### src/rtl/mem_arbiter.sv
// mem_arbiter: round-robin arbiter giving a cpu port and a program-loader port
// shared access to one single-port memory with a fixed read latency.
//
// Ports:
//   clk, reset             clock; asynchronous active-low reset
//   cpu_req/we/addr/wdata  processor request
//   cpu_rdata, cpu_ack     processor response; rdata holds the last read value
//   ldr_*                  the same set of ports for the program loader
//   mem_en/we/addr/wdata   memory command; mem_en pulses for one cycle per access
//   mem_rdata              memory read data, valid MEM_LAT cycles after mem_en
//   busy                   a transaction is in flight (ISSUE, WAIT or DONE)
//   owner                  current transaction owner: 0 = cpu, 1 = ldr
module mem_arbiter #(
    parameter int unsigned ADDR_W  = 32,
    parameter int unsigned DATA_W  = 32,
    parameter int unsigned MEM_LAT = 1
) (
    input  logic              clk,
    input  logic              reset,
    input  logic              cpu_req,
    input  logic              cpu_we,
    input  logic [ADDR_W-1:0] cpu_addr,
    input  logic [DATA_W-1:0] cpu_wdata,
    output logic [DATA_W-1:0] cpu_rdata,
    output logic              cpu_ack,
    input  logic              ldr_req,
    input  logic              ldr_we,
    input  logic [ADDR_W-1:0] ldr_addr,
    input  logic [DATA_W-1:0] ldr_wdata,
    output logic [DATA_W-1:0] ldr_rdata,
    output logic              ldr_ack,
    output logic              mem_en,
    output logic              mem_we,
    output logic [ADDR_W-1:0] mem_addr,
    output logic [DATA_W-1:0] mem_wdata,
    input  logic [DATA_W-1:0] mem_rdata,
    output logic              busy,
    output logic              owner
);

    localparam int unsigned CNT_W = 3;

    typedef enum logic [1:0] {IDLE, ISSUE, WAIT, DONE} state_t;

    state_t            state, state_d;
    logic [CNT_W-1:0]  cnt, cnt_d;
    logic              we_q, we_d;
    logic              last_owner, last_owner_d;
    logic              owner_d;
    logic              grant;
    logic [ADDR_W-1:0] mem_addr_d;
    logic [DATA_W-1:0] mem_wdata_d;
    logic [DATA_W-1:0] cpu_rdata_d, ldr_rdata_d;
    logic              mem_en_d, mem_we_d, busy_d, cpu_ack_d, ldr_ack_d;

    // State and registered outputs
    always_ff @(posedge clk or negedge reset) begin
        if (!reset) begin
            state      <= IDLE;
            cnt        <= '0;
            we_q       <= 1'b0;
            last_owner <= 1'b1;   // cpu wins the first tie
            owner      <= 1'b0;
            mem_en     <= 1'b0;
            mem_we     <= 1'b0;
            mem_addr   <= '0;
            mem_wdata  <= '0;
            cpu_rdata  <= '0;
            ldr_rdata  <= '0;
            cpu_ack    <= 1'b0;
            ldr_ack    <= 1'b0;
            busy       <= 1'b0;
        end else begin
            state      <= state_d;
            cnt        <= cnt_d;
            we_q       <= we_d;
            last_owner <= last_owner_d;
            owner      <= owner_d;
            mem_en     <= mem_en_d;
            mem_we     <= mem_we_d;
            mem_addr   <= mem_addr_d;
            mem_wdata  <= mem_wdata_d;
            cpu_rdata  <= cpu_rdata_d;
            ldr_rdata  <= ldr_rdata_d;
            cpu_ack    <= cpu_ack_d;
            ldr_ack    <= ldr_ack_d;
            busy       <= busy_d;
        end
    end

    // Next-state and next-output logic
    always_comb begin
        state_d      = state;
        cnt_d        = cnt;
        we_d         = we_q;
        last_owner_d = last_owner;
        owner_d      = owner;
        grant        = 1'b0;
        mem_addr_d   = mem_addr;
        mem_wdata_d  = mem_wdata;
        cpu_rdata_d  = cpu_rdata;
        ldr_rdata_d  = ldr_rdata;

        case (state)
            IDLE: begin
                if (cpu_req || ldr_req) begin
                    // On a tie the requester that did not go last wins
                    grant        = (cpu_req && ldr_req) ? ~last_owner : ldr_req;
                    owner_d      = grant;
                    last_owner_d = grant;
                    we_d         = grant ? ldr_we    : cpu_we;
                    mem_addr_d   = grant ? ldr_addr  : cpu_addr;
                    mem_wdata_d  = grant ? ldr_wdata : cpu_wdata;
                    state_d      = ISSUE;
                end
            end
            ISSUE: begin
                cnt_d   = CNT_W'(MEM_LAT);
                state_d = WAIT;
            end
            WAIT: begin
                if (cnt == CNT_W'(1)) begin
                    state_d = DONE;
                    if (!we_q) begin
                        if (owner) ldr_rdata_d = mem_rdata;
                        else       cpu_rdata_d = mem_rdata;
                    end
                end else begin
                    cnt_d = cnt - CNT_W'(1);
                end
            end
            DONE: begin
                state_d = IDLE;
            end
            default: begin
                state_d = IDLE;
            end
        endcase

        // Outputs are decoded from the next state so they line up with it
        mem_en_d  = (state_d == ISSUE);
        mem_we_d  = (state_d == ISSUE) && we_d;
        busy_d    = (state_d != IDLE);
        cpu_ack_d = (state_d == DONE) && !owner_d;
        ldr_ack_d = (state_d == DONE) &&  owner_d;
    end

endmodule

### config.mk
export PLATFORM = sky130hd
export DESIGN_NAME = mem_arbiter
export DESIGN_NICKNAME = d
export VERILOG_FILES = /design/src/rtl/mem_arbiter.sv
export SDC_FILE = /design/constraint.sdc
export NUM_CORES = 1
export LEC_CHECK = 0
export BUFFER_PORTS_ARGS = -buffer_cell sky130_fd_sc_hd__buf_2
export CORE_AREA = 2 2 117 119
export CTS_CLUSTER_DIAMETER = 40
export CTS_CLUSTER_SIZE = 10
export DETAILED_ROUTE_END_ITERATION = 16
export DIE_AREA = 0 0 119 121
export PLACE_DENSITY = 0.86
export SYNTH_ARGS = -nofsm -noshare
export SYNTH_HDL_FRONTEND = slang
export SYNTH_SLANG_ARGS = --single-unit
### constraint.sdc
create_clock -name clk -period 5.9 [get_ports clk]
set_input_delay 0.295 -clock clk [delete_from_list [all_inputs] [get_ports clk]]
set_output_delay 0.295 -clock clk [all_outputs]
set_load 0.005 [all_outputs]
---- Word level (Yosys, flattened, before mapping) ----
Cells that the tools add are included.
word-level totals
  bits in writable memories ............... 0
  register bits after elaboration ......... 141
  bits of input ports ..................... 166
  output and inout port bits .............. 134
  latch bits .............................. 0
  word-level logic and storage cells ...... 51
  memories ................................ 0
  ROM bits ................................ 0
operators by class
  multiply operators ...................... 0
  bitwise gates (word level) .............. 3
  equality and inequality tests ........... 7
  multiplexer cells ....................... 13
  shifts and indexed selects .............. 0
  order comparisons ....................... 0
  reduce and logical (&&, ||, !) cells .... 13
  $add $sub $neg .......................... 1
  div/mod/pow operators ................... 0
operator list
  cell                   count
  $mux W32               2
  $pmux W2 S4            1
  $reduce_and A4 Y1      2
  $eq A2 B2 Y1 const B   3
  $mux W1                6
  $pmux W3 S2            1
  $eq A2 B1 Y1 const B   2
  $logic_and A1 B1 Y1    4
  $mux W2                2
  $reduce_and A2 Y1      2
  $reduce_bool A2 Y1     2
  $eq A3 B1 Y1 const B   1
  $mux W3                1
  $not A1 Y1             3
  $sub A3 B1 Y3 const B  1
  $logic_not A2 Y1       1
  $ne A2 B2 Y1 const B   1
  $logic_not A1 Y1       1
  $logic_or A1 B1 Y1     1

---- Longest topological paths before layout ----
Gate-level depths: netlist (run 1).
  word-level depth ........................ 6
  gate-level depth with buffers ........... 7

---- Worst setup path before layout (run 1) ----
No wires, ideal clock.
  kind .................................... flip-flop to flip-flop
  from .................................... reg state[0]
  to ...................................... reg ldr_rdata[0]
  path buffers ............................ 2
  library setup time ...................... 0.125 ns
  stages on the path, launching flop included .. 8
  arrival ................................. 1.761 ns
  required time ........................... 5.775 ns
  period minus slack after synthesis ...... 1.886 ns
  setup slack ............................. 4.014 ns
  cell sequence ........................... dfrtp_1 -> inv_1 -> ha_1 -> nand3b_1 -> or3b_1 -> buf_2 -> buf_6 -> mux2_4
on the way
  longest elaborated chain between the ends .. 2
RTL lines
  element                      line  text
  start: declaration           45    state_t state, state_d;
  start signal: assignment     74    state <= state_d;
  $eq A2 B2 Y1                 104   case (state)
  $reduce_and A4 Y1 (no line)  -
  end signal: assignment       84    ldr_rdata <= ldr_rdata_d;
  end: declaration             30    output logic [DATA_W-1:0] ldr_rdata,
Every way passes these cells.
A chain may end at the register's enable or synchronous reset.

---- Worst setup path in the final report (run 1) ----
  from .................................... reg state[0]
  to ...................................... reg mem_we
on the way
  longest elaborated chain between the ends .. 4
  elaborated cells between the ends (all ways) .. 10
RTL lines
  element                                     line  text
  $eq A2 B2 Y1, or another cell as far along  104
  $pmux W2 S4                                 104
  $eq A2 B1 Y1                                142   mem_we_d = (state_d == ISSUE) && we_d;
  $logic_and A1 B1 Y1 (*)                     142
  named net mem_we_d                          54    logic mem_en_d, mem_we_d, busy_d, cpu_ack_d, ldr_ack_d;
  end signal: assignment                      80    mem_we <= mem_we_d;
  end: declaration                            33    output logic mem_we,
Mark *: on every way through the listed nets, which the timed path passes. The rest lies on a longest branch.

==> summary.txt, run 1 <==
Place
  • Post-detail-place hpwl: 11500 um
  • GP Congestion: 0.824
  • Pre-CTS WS: 3370 ps
  • IO buf count: 299

Setup path
  • Critical path capture point type: flop
  • Worst reg2reg setup slack: 3360 ps
  • Crit Reg-Reg Endpoint: mem_we
  • Critical path peak fanout: 73
  • Crit Path Category: reg2reg
  • Nature of the critical path startpoint: flop
  • Reg2Reg Depth: 6
  • Critical Path AT: 2850 ps
  • Worst R2R Start: state[0]
  • Worst EP required: 6210 ps

Cells and area
  • Synth-to-Final Area Change: 37.1%
  • Multi-input gate area: 2270 sq um
  • Layout net count: 999
  • Layout cells sized above 1: 0.485
  • Register area: 3530 sq um
  • FILL cells: 1007
  • Final core occ: 0.625

STA
  • Setup TNS: 0 ps
  • Final Worst Setup Slack: 3360 ps
  • Worst-margin pin slew: 1180 ps
  • Final setup violation count: 0
  • Final hold vios: 0
  • Final worst-path cycle share: 0.430
  • Max_slew headroom: 0.210
  • Clock skew: 8.39 ps
  • Fmax: 394 MHz
  • Minimum clock period: 2540 ps
  • Final Max Tran Viols: 0
  • RSZ-0062 raised after global routing: no

Power and ir drop
  • Maximum VDD drop: 0.200 mV
  • Pwr dens: 538 nW/um^2
  • Pleak: 4.19 nW

Synthesis
  • Syn avg cell area: 11.1 sq um
  • Flop and latch count out of synthesis: 141
  • Synth top area share: 0.587
  • Yosys top cell by area: dfrtp_1
  • Cells after synthesis: 538
  • Seq/Total Area, Yosys: 0.592
  • Synthesis Warnings: 0
  • Syn Std Cell Area: 5960 sq um
  • Synth Net Count: 710
  • Synth top area cells: dfrtp_1, nand2_1, mux2_4
  • Post-synthesis cell type count: 34

Global route
  • Initial antenna violation count: 3
  • First-pass GRT wire length: 25700 um
  • Number of global-route vias before repair: 5028
  • GR Overflow Total: 0
  • Pin count of the biggest net entering global routing: 92
  • Total GRT Usage: 0.230

Detailed routing
  • DRC viols: 0
  • Avg WL per Cell: 15.7 um
  • Vias per inst: 4.99
  • Total wire length: 16000 um
  • Iteration count of the initial detailed-routing pass: 4
  • Initial DRC count: 308
  • Antenna-violating nets left: 0
  • DR vias: 5080

Floorplan
  • IO Count: 300
  • Starting Density: 0.456
  • Die footprint: 14400 sq um
  • Die height: 121 um
  • Die width: 119 um
  • Cell Rows: 42
  • Core area: 13100 sq um

Clock network
  • Post-CTS setup buffer count: 0
  • TritonCTS clock tree: built
  • Worst-Skew Late Latency: 420 ps
  • # clock sinks: 141
  • Post-CTS Resized: 0
  • Max Root-Sink Buffers: 2
  • CTS root buf: clkbuf_16
  • Cts bufs inserted: 17
  • Clock-pin slew on the worst setup and hold paths: 60 ps
  • H-tree Lvls: 4
  • Cts hold-fix bufs: 1

Flow run
  • Max cap viols: 0

Run status
  • Status: complete, no violations

Hold path
  • Hold EP: mem_wdata[2]
  • Hold crit path type: in2reg
  • Hold_sp: ldr_wdata[2]
  • Worst Hold Depth: 3
## routing by layer
layer	vias to the layer above	routed length, um	track usage
li1	2428	-	-
met1	2380	6670	0.278
met2	241	7750	0.382
met3	29	1200	0.0724
met4	2	367	0.0975
met5	-	13	0
## stage by stage
stage / cells / total power, mW / cell area [sq um] / hold WS, ps
final: 1018 / 4.40 / 8170 / 118
after global routing: 1017 / 4.70 / 8170 / 97.7
after CTS: 1016 / 4.44 / 8170 / 101
after detailed placement: 983 / 3.37 / 7580 / 432
after global placement: 983 / 3.28 / 7580 / 423
after floorplan: 538 / 2.61 / 5960 / -0.591
## synth_stat cells (all sizes together)
master  number
nand3b       1
dfstp        1
o32ai        1
nand2      130
a21bo        1
a32o         1
or3b         1
o311a        1
clkbuf      16
or2          3
nor2        66
nor2b        3
and3         1
nor3b        1
o21ai        3
mux2        64
dfrtp      140
nor3         2
buf         19
a21o         1
or4b         1
o21a         1
ha           6
a22o         2
a21boi       1
a31oi       64
nor4b        1
and3b        1
inv          5
## worst max path at each step
stage / from / endpoint / slack (ps) / cells past startpoint
CTS: state[0] / mem_we / 3350 / 6
global route: state[0] / mem_we / 3040 / 6
detailed placement: state[0] / mem_we / 3370 / 6
global placement: state[0] / mem_we / 3430 / 6
floorplan: state[0] / ldr_rdata[0] / 4010 / 7
finish: state[0] / mem_we / 3360 / 6
## worst max-delay path: stages (launching register included)
cell and delay (ps):
dfrtp_1 410, inv_1 120, ha_1 260, o21a_4 530
buf_4 640, o32ai_1 190, nor4b_1 260
## cells by family (layout without fill, tap and decap cells)
group / Yosys count / after routing / synth area share
compound gates: 76 / 76 / 0.0829
fa+ha+maj: 6 / 6 / 0.0126
buf+inv: 40 / 342 / 0.0311
flops: 141 / 141 / 0.592
mux: 64 / 64 / 0.140
other cells: 0 / 2 / 0
simple gates: 211 / 211 / 0.142
## layout make-up
class	instances	area share
Clock inverter	15	0.0184
Multi-Input combinational cell	357	0.278
Clock buffer	17	0.0521
Inverter	5	0.00230
Sequential cell	141	0.432
Tap cell	176	0.0269
Antenna cell	2	0.000612
Timing Repair Buffer	305	0.190
## cells in the final DEF, fill, tap and decap left out, types with 2 or more instances in the layout
cell type   instances
a31oi_1            64
mux2_1              3
nor2b_1             3
or2_2               3
buf_2             298
clkinvlp_4          3
mux2_4             30
diode_2             2
inv_1               5
a22o_1              2
o21ai_0             3
inv_6               7
dfrtp_1           140
mux2_2             31
clkbuf_16          17
inv_8               2
nor2_1             66
ha_1                6
nand2_1           130
buf_4               5
## state kept, by name (all words and copies together), names as in the netlist
signal,cells
busy,1
cnt,3
cpu_ack,1
cpu_rdata,32
last_owner,1
ldr_ack,1
ldr_rdata,32
mem_addr,32
mem_en,1
mem_wdata,32
mem_we,1
owner,1
state,2
we_q,1
## where the power goes
| part | internal [mW] | total, mW | switching, mW |
|---|---|---|---|
| clock | 0.595 | 1.05 | 0.451 |
| sequential | 1.45 | 1.73 | 0.279 |
| combinational | 0.843 | 1.62 | 0.778 |
(Power assumes the default switching activity.)
==> run 2, diff against run 1 <==
CORE_AREA = 2 2 96 145   (was 2 2 117 119)
DIE_AREA = 0 0 98 147   (was 0 0 119 121)
PLACE_DENSITY = 0.85   (was 0.86)
clock period = 2.6 ns   (was 5.9 ns; I/O delays follow)
==> run 2 against run 1 <==
  * Utilization up 12 points
  * Critical path depth grew 1
  * Clock-buffer cell count rose by 1
  * Via count up 22%
  * Sequential cell count stayed put
  * Sequential power rose by 130%
  * Non-clock buffer count grew 164
  * Critical endpoint is now mem_addr[21]
  * Largest cell class unchanged
==> summary.txt, run 2 (synthesized netlist as in run 1, its figures left out) <==
Clock network
  • Clock-pin slew on the worst setup and hold paths: 60 ps
  • Max Root-Sink Buffers: 2
  • CTS root buf: clkbuf_16
  • H-tree Lvls: 4
  • # clock sinks: 141
  • TritonCTS clock tree: built
  • Post-CTS Resized: 0
  • Cts bufs inserted: 17
  • Post-CTS setup buffer count: 0
  • Worst-Skew Late Latency: 410 ps

Global route
  • Number of global-route vias before repair: 6763
  • First-pass GRT wire length: 34300 um
  • Total GRT Usage: 0.303
  • Pin count of the biggest net entering global routing: 61
  • GR Overflow Total: 0
  • Initial antenna violation count: 0

Floorplan
  • Core area: 13200 sq um
  • Die height: 147 um
  • IO Count: 300
  • Starting Density: 0.451
  • Die width: 98 um
  • Cell Rows: 52
  • Die footprint: 14400 sq um

Detailed routing
  • Avg WL per Cell: 19.0 um
  • DRC viols: 0
  • Antenna-violating nets left: 0
  • Initial DRC count: 268
  • Total wire length: 22100 um
  • DR vias: 6207
  • Iteration count of the initial detailed-routing pass: 5
  • Vias per inst: 5.32

STA
  • Final hold vios: 0
  • Minimum clock period: 2470 ps
  • Final Max Tran Viols: 0
  • Worst-margin pin slew: 616 ps
  • Final setup violation count: 0
  • Min Hold Slack: 10.7 ps
  • RSZ-0062 raised after global routing: no
  • Fmax: 405 MHz
  • Max_slew headroom: 0.590
  • Clock skew: 9.29 ps
  • Final worst-path cycle share: 0.950
  • Setup TNS: 0 ps
  • Final Worst Setup Slack: 129 ps

Setup path
  • CP max stage delay: 570 ps
  • Worst-path cell chain: inv_1 > ha_1 > o21a_4 > buf_4 > nor2_1 > a31oi_1 > dlygate4sd3_1
  • Nature of the critical path startpoint: flop
  • WP buf/inv: 3
  • Critical Path AT: 2830 ps
  • CP top delay family: buffers and inverters
  • Critical path capture point type: flop
  • Worst EP required: 2950 ps
  • Worst reg2reg setup slack: 130 ps
  • Crit Path Category: reg2reg
  • Critical path peak fanout: 26
  • CP max-delay cell: dlygate4sd3_1

Place
  • GP Congestion: 0.778
  • Post-detail-place hpwl: 11700 um
  • IO buf count: 299
  • Cells after DPL: 976
  • Placed inst area: 7640 sq um
  • Pre-CTS WS: 372 ps

Cells and area
  • Layout cells sized above 1: 0.412
  • Final core occ: 0.745
  • Final non-filler cell total: 1167
  • FILL cells: 776
  • Antenna diode count: 0
  • Synth-to-Final Area Change: 65.1%
  • Most frequent cells in the layout: buf_2, dlygate4sd3_1, dfrtp_1
  • Post-Layout Inst Area: 9840 sq um
  • Layout net count: 1164
  • Commonest non-fill, non-tap cell in the layout: buf_2

Power and ir drop
  • Pwr dens: 1180 nW/um^2
  • Pwr Total: 11.6 mW
  • Pleak: 4.89 nW
  • Maximum VDD drop: 0.645 mV

Run status
  • Status: complete, no violations

Hold path
  • Hold crit path type: in2reg

Flow run
  • Max cap viols: 0
[run 2: worst register-to-register path, cell delays in order (launching register included)]
cell and delay (ps):
dfrtp_1 410, inv_1 130, ha_1 340, o21a_4 340, buf_4 330, nor2_1 130
a31oi_1 170, dlygate4sd3_1 570
[run 2: metal layers]
metal	global-route usage	wire, um	vias to the layer above
li1	-	-	2740
met1	0.332	7870	2986
met2	0.526	11400	387
met3	0.0818	1830	94
met4	0.168	1060	0
met5	0	0	-
[run 2: repair_timing]
item / in CTS / in global routing
setup endpoints to repair: 0 / 3
hold buffers: 158 / 0
hold endpoints to repair: 174 / 0
[run 2: report_power, final]
group / internal [mW] / switching, mW / total (mW)
Sequential: 3.30 / 0.676 / 3.97
Combinational: 2.85 / 2.23 / 5.08
Clock: 1.53 / 1.00 / 2.53
[run 2: worst paths after layout]
kind                                    start            end  cells past startpoint
max in group asynchronous               reset  cpu_rdata[27]                      3
worst min-delay path              ldr_addr[6]    mem_addr[6]                      3
worst max-delay path                 state[0]   mem_addr[21]                      7
min in group asynchronous               reset  ldr_rdata[21]                      2
worst min register to register  cpu_rdata[21]  cpu_rdata[21]                      1
worst max register to register       state[0]   mem_addr[21]                      7
[run 2: cell type report]
cell class / instances / area, sq um / share of cell area
clock inverter: 14 / 183 / 0.0186
tap: 162 / 203 / 0.0206
timing repair buffer: 469 / 3200 / 0.325
inverter: 5 / 18.8 / 0.00191
multi-input combinational: 358 / 2280 / 0.232
sequential: 141 / 3530 / 0.359
clock buffer: 18 / 429 / 0.0436
==> run 3, diff against run 2 <==
CELL_PAD_IN_SITES_DETAIL_PLACEMENT = 1   (was default)
CELL_PAD_IN_SITES_GLOBAL_PLACEMENT = 2   (was default)
CORE_AREA = 2 2 125 188   (was 2 2 96 145)
DIE_AREA = 0 0 127 190   (was 0 0 98 147)
SLEW_MARGIN = 25   (was default)
==> run 3 against run 2 <==
  * Power fell by 0.14%
  * First-iteration DRC count decreased by 16%
  * Register-to-register slack gained 120 ps
  * Clock skew decreased by 3.0 ps
  * Fmax is 5.0% higher
  * Final cell count grew 10%
  * Sequential share of layout area decreased by 0.77 points
  * Via count shrank 5.9%
  * Wire length fell by 1.1%
  * Die area rose by 67%
  * Global-route usage is 12 points lower
  * Critical endpoint is now mem_wdata[21]
  * Largest cell class unchanged
==> summary.txt, run 3 (synthesized netlist as in run 1, its figures left out) <==
Global route
  • Met3 Track Usage GR: 0.0464
  • Number of global-route vias before repair: 6516
  • Initial antenna violation count: 3
  • Met2 usage: 0.329
  • Pin count of the biggest net entering global routing: 72
  • GR peak layer: met2
  • GRT met1 Usage: 0.192
  • GR Overflow Total: 0
  • First-pass GRT wire length: 34200 um
  • Total GRT Usage: 0.181

Detailed routing
  • Initial DRC count: 226
  • DRC viols: 0
  • Total wire length: 21900 um
  • DR vias: 5842
  • Vias per inst: 4.54
  • Iteration count of the initial detailed-routing pass: 4
  • Avg WL per Cell: 17.0 um
  • Antenna-violating nets left: 0

Flow run
  • Max cap viols: 0

Clock network
  • Cts bufs inserted: 17
  • Clock-pin slew on the worst setup and hold paths: 60 ps
  • TritonCTS clock tree: built
  • Post-CTS Resized: 0
  • CTS root buf: clkbuf_16
  • H-tree Lvls: 4
  • # clock sinks: 141
  • Max Root-Sink Buffers: 2
  • Worst-Skew Late Latency: 420 ps

STA
  • Setup TNS: 0 ps
  • Fmax: 425 MHz
  • Minimum clock period: 2350 ps
  • Final setup violation count: 0
  • Final Max Tran Viols: 0
  • Final hold vios: 0
  • Final worst-path cycle share: 0.905
  • Min Hold Slack: 34.6 ps
  • Max_slew headroom: 0.592
  • Clock skew: 6.26 ps
  • RSZ-0062 raised after global routing: no
  • Worst-margin pin slew: 611 ps

Setup path
  • Critical path capture point type: flop
  • Worst setup path end: mem_wdata[21]
  • CP max-delay cell: dlygate4sd3_1
  • Critical path peak fanout: 71
  • CP top delay family: buffers and inverters
  • Reg2Reg Depth: 7
  • Crit Reg-Reg Endpoint: mem_wdata[21]
  • CP max stage delay: 590 ps
  • Worst R2R Start: state[0]
  • Critical path startpoint: state[0]
  • Worst EP required: 2950 ps
  • WP depth: 7
  • Nature of the critical path startpoint: flop
  • Critical Path AT: 2710 ps
  • Crit Path Category: reg2reg
  • Worst-path cell chain: inv_1 > ha_1 > o21a_4 > buf_12 > nor2_1 > a31oi_1 > dlygate4sd3_1
  • Worst reg2reg setup slack: 250 ps
  • WP buf/inv: 3

Place
  • Post-detail-place hpwl: 13400 um
  • IO buf count: 299
  • GP Congestion: 0.758
  • Cells after DPL: 1091

Floorplan
  • Die height: 190 um
  • Die footprint: 24100 sq um
  • Cell Rows: 68
  • Die width: 127 um
  • IO Count: 300
  • Starting Density: 0.263
  • Core area: 22600 sq um

Power and ir drop
  • Pwr Total: 11.6 mW
  • Maximum VDD drop: 0.421 mV
  • Pwr dens: 1150 nW/um^2
  • Pleak: 4.89 nW

Cells and area
  • Layout cells sized above 1: 0.407
  • Commonest non-fill, non-tap cell in the layout: buf_2
  • FILL cells: 2579
  • Synth-to-Final Area Change: 68.7%
  • Layout net count: 1164
  • Most frequent cells in the layout: buf_2, dlygate4sd3_1, dfrtp_1
  • Final non-filler cell total: 1286

Run status
  • Status: complete, no violations

Hold path
  • Hold crit path type: in2reg
## run 3: cell count changes in the layout (fill, tap and decap cells not counted), sizes merged
cell	previous run	this run
inv	11	5
dlygate4sd3	158	162
buf	311	308
diode	0	3
bufinv	3	5
clkinvlp	1	3
o21a	2	1
## run 3: worst min-delay path by stage
stage	start	end	cells past startpoint
after floorplan	reset	busy	0
after global placement	reset	ldr_rdata[22]	1
after detailed placement	reset	ldr_rdata[22]	1
after CTS	cpu_we	we_q	3
after global routing	cpu_we	we_q	3
final	cpu_we	we_q	3
## run 3: cell type report
| class | instances | area [sq um] | share of cell area |
|---|---|---|---|
| diodes | 3 | 7.51 | 0.000746 |
| clock buffers | 18 | 429 | 0.0427 |
| clock inverters | 12 | 196 | 0.0195 |
| inverters | 5 | 18.8 | 0.00187 |
| multi-input cells | 357 | 2270 | 0.226 |
| flip-flops and latches | 141 | 3530 | 0.351 |
| well taps | 280 | 350 | 0.0348 |
| repair buffers | 470 | 3250 | 0.324 |
## run 3: timing repair
item / CTS / global route
endpoints found under the setup margin: 0 / 0
setup buffers: 0 / 0
endpoints found under the hold margin: 182 / 0
hold buffers: 162 / 0
## run 3: tightest hold or removal path, delay by kind of cell
| kind | cells | cell delay [ps] |
|---|---|---|
| buf+inv | 1 | 90 |
| simple gates | 1 | 90 |
| compound gates | 1 | 110 |
## run 3: where the power goes
part           total [mW]  switching (mW)  internal (mW)
Clock                2.64           0.956           1.69
Combinational        5.03            2.14           2.90
Sequential           3.89           0.597           3.30
## run 3: stage by stage
step	setup slack [ps]	util	instance area, sq um
2_1_floorplan	714	-	5960
3_3_place_gp	410	0.345	7800
3_5_place_dp	351	0.345	7800
4_1_cts	344	0.444	10100
5_1_grt	94.0	0.444	10100
6_report	246	0.444	10100
## run 3: layer usage
metal  routed length, um  up-vias
met1                8350     2848
met5                   0        -
met2               11700      218
met4                 700        0
li1                    -     2734
met3                1120       42
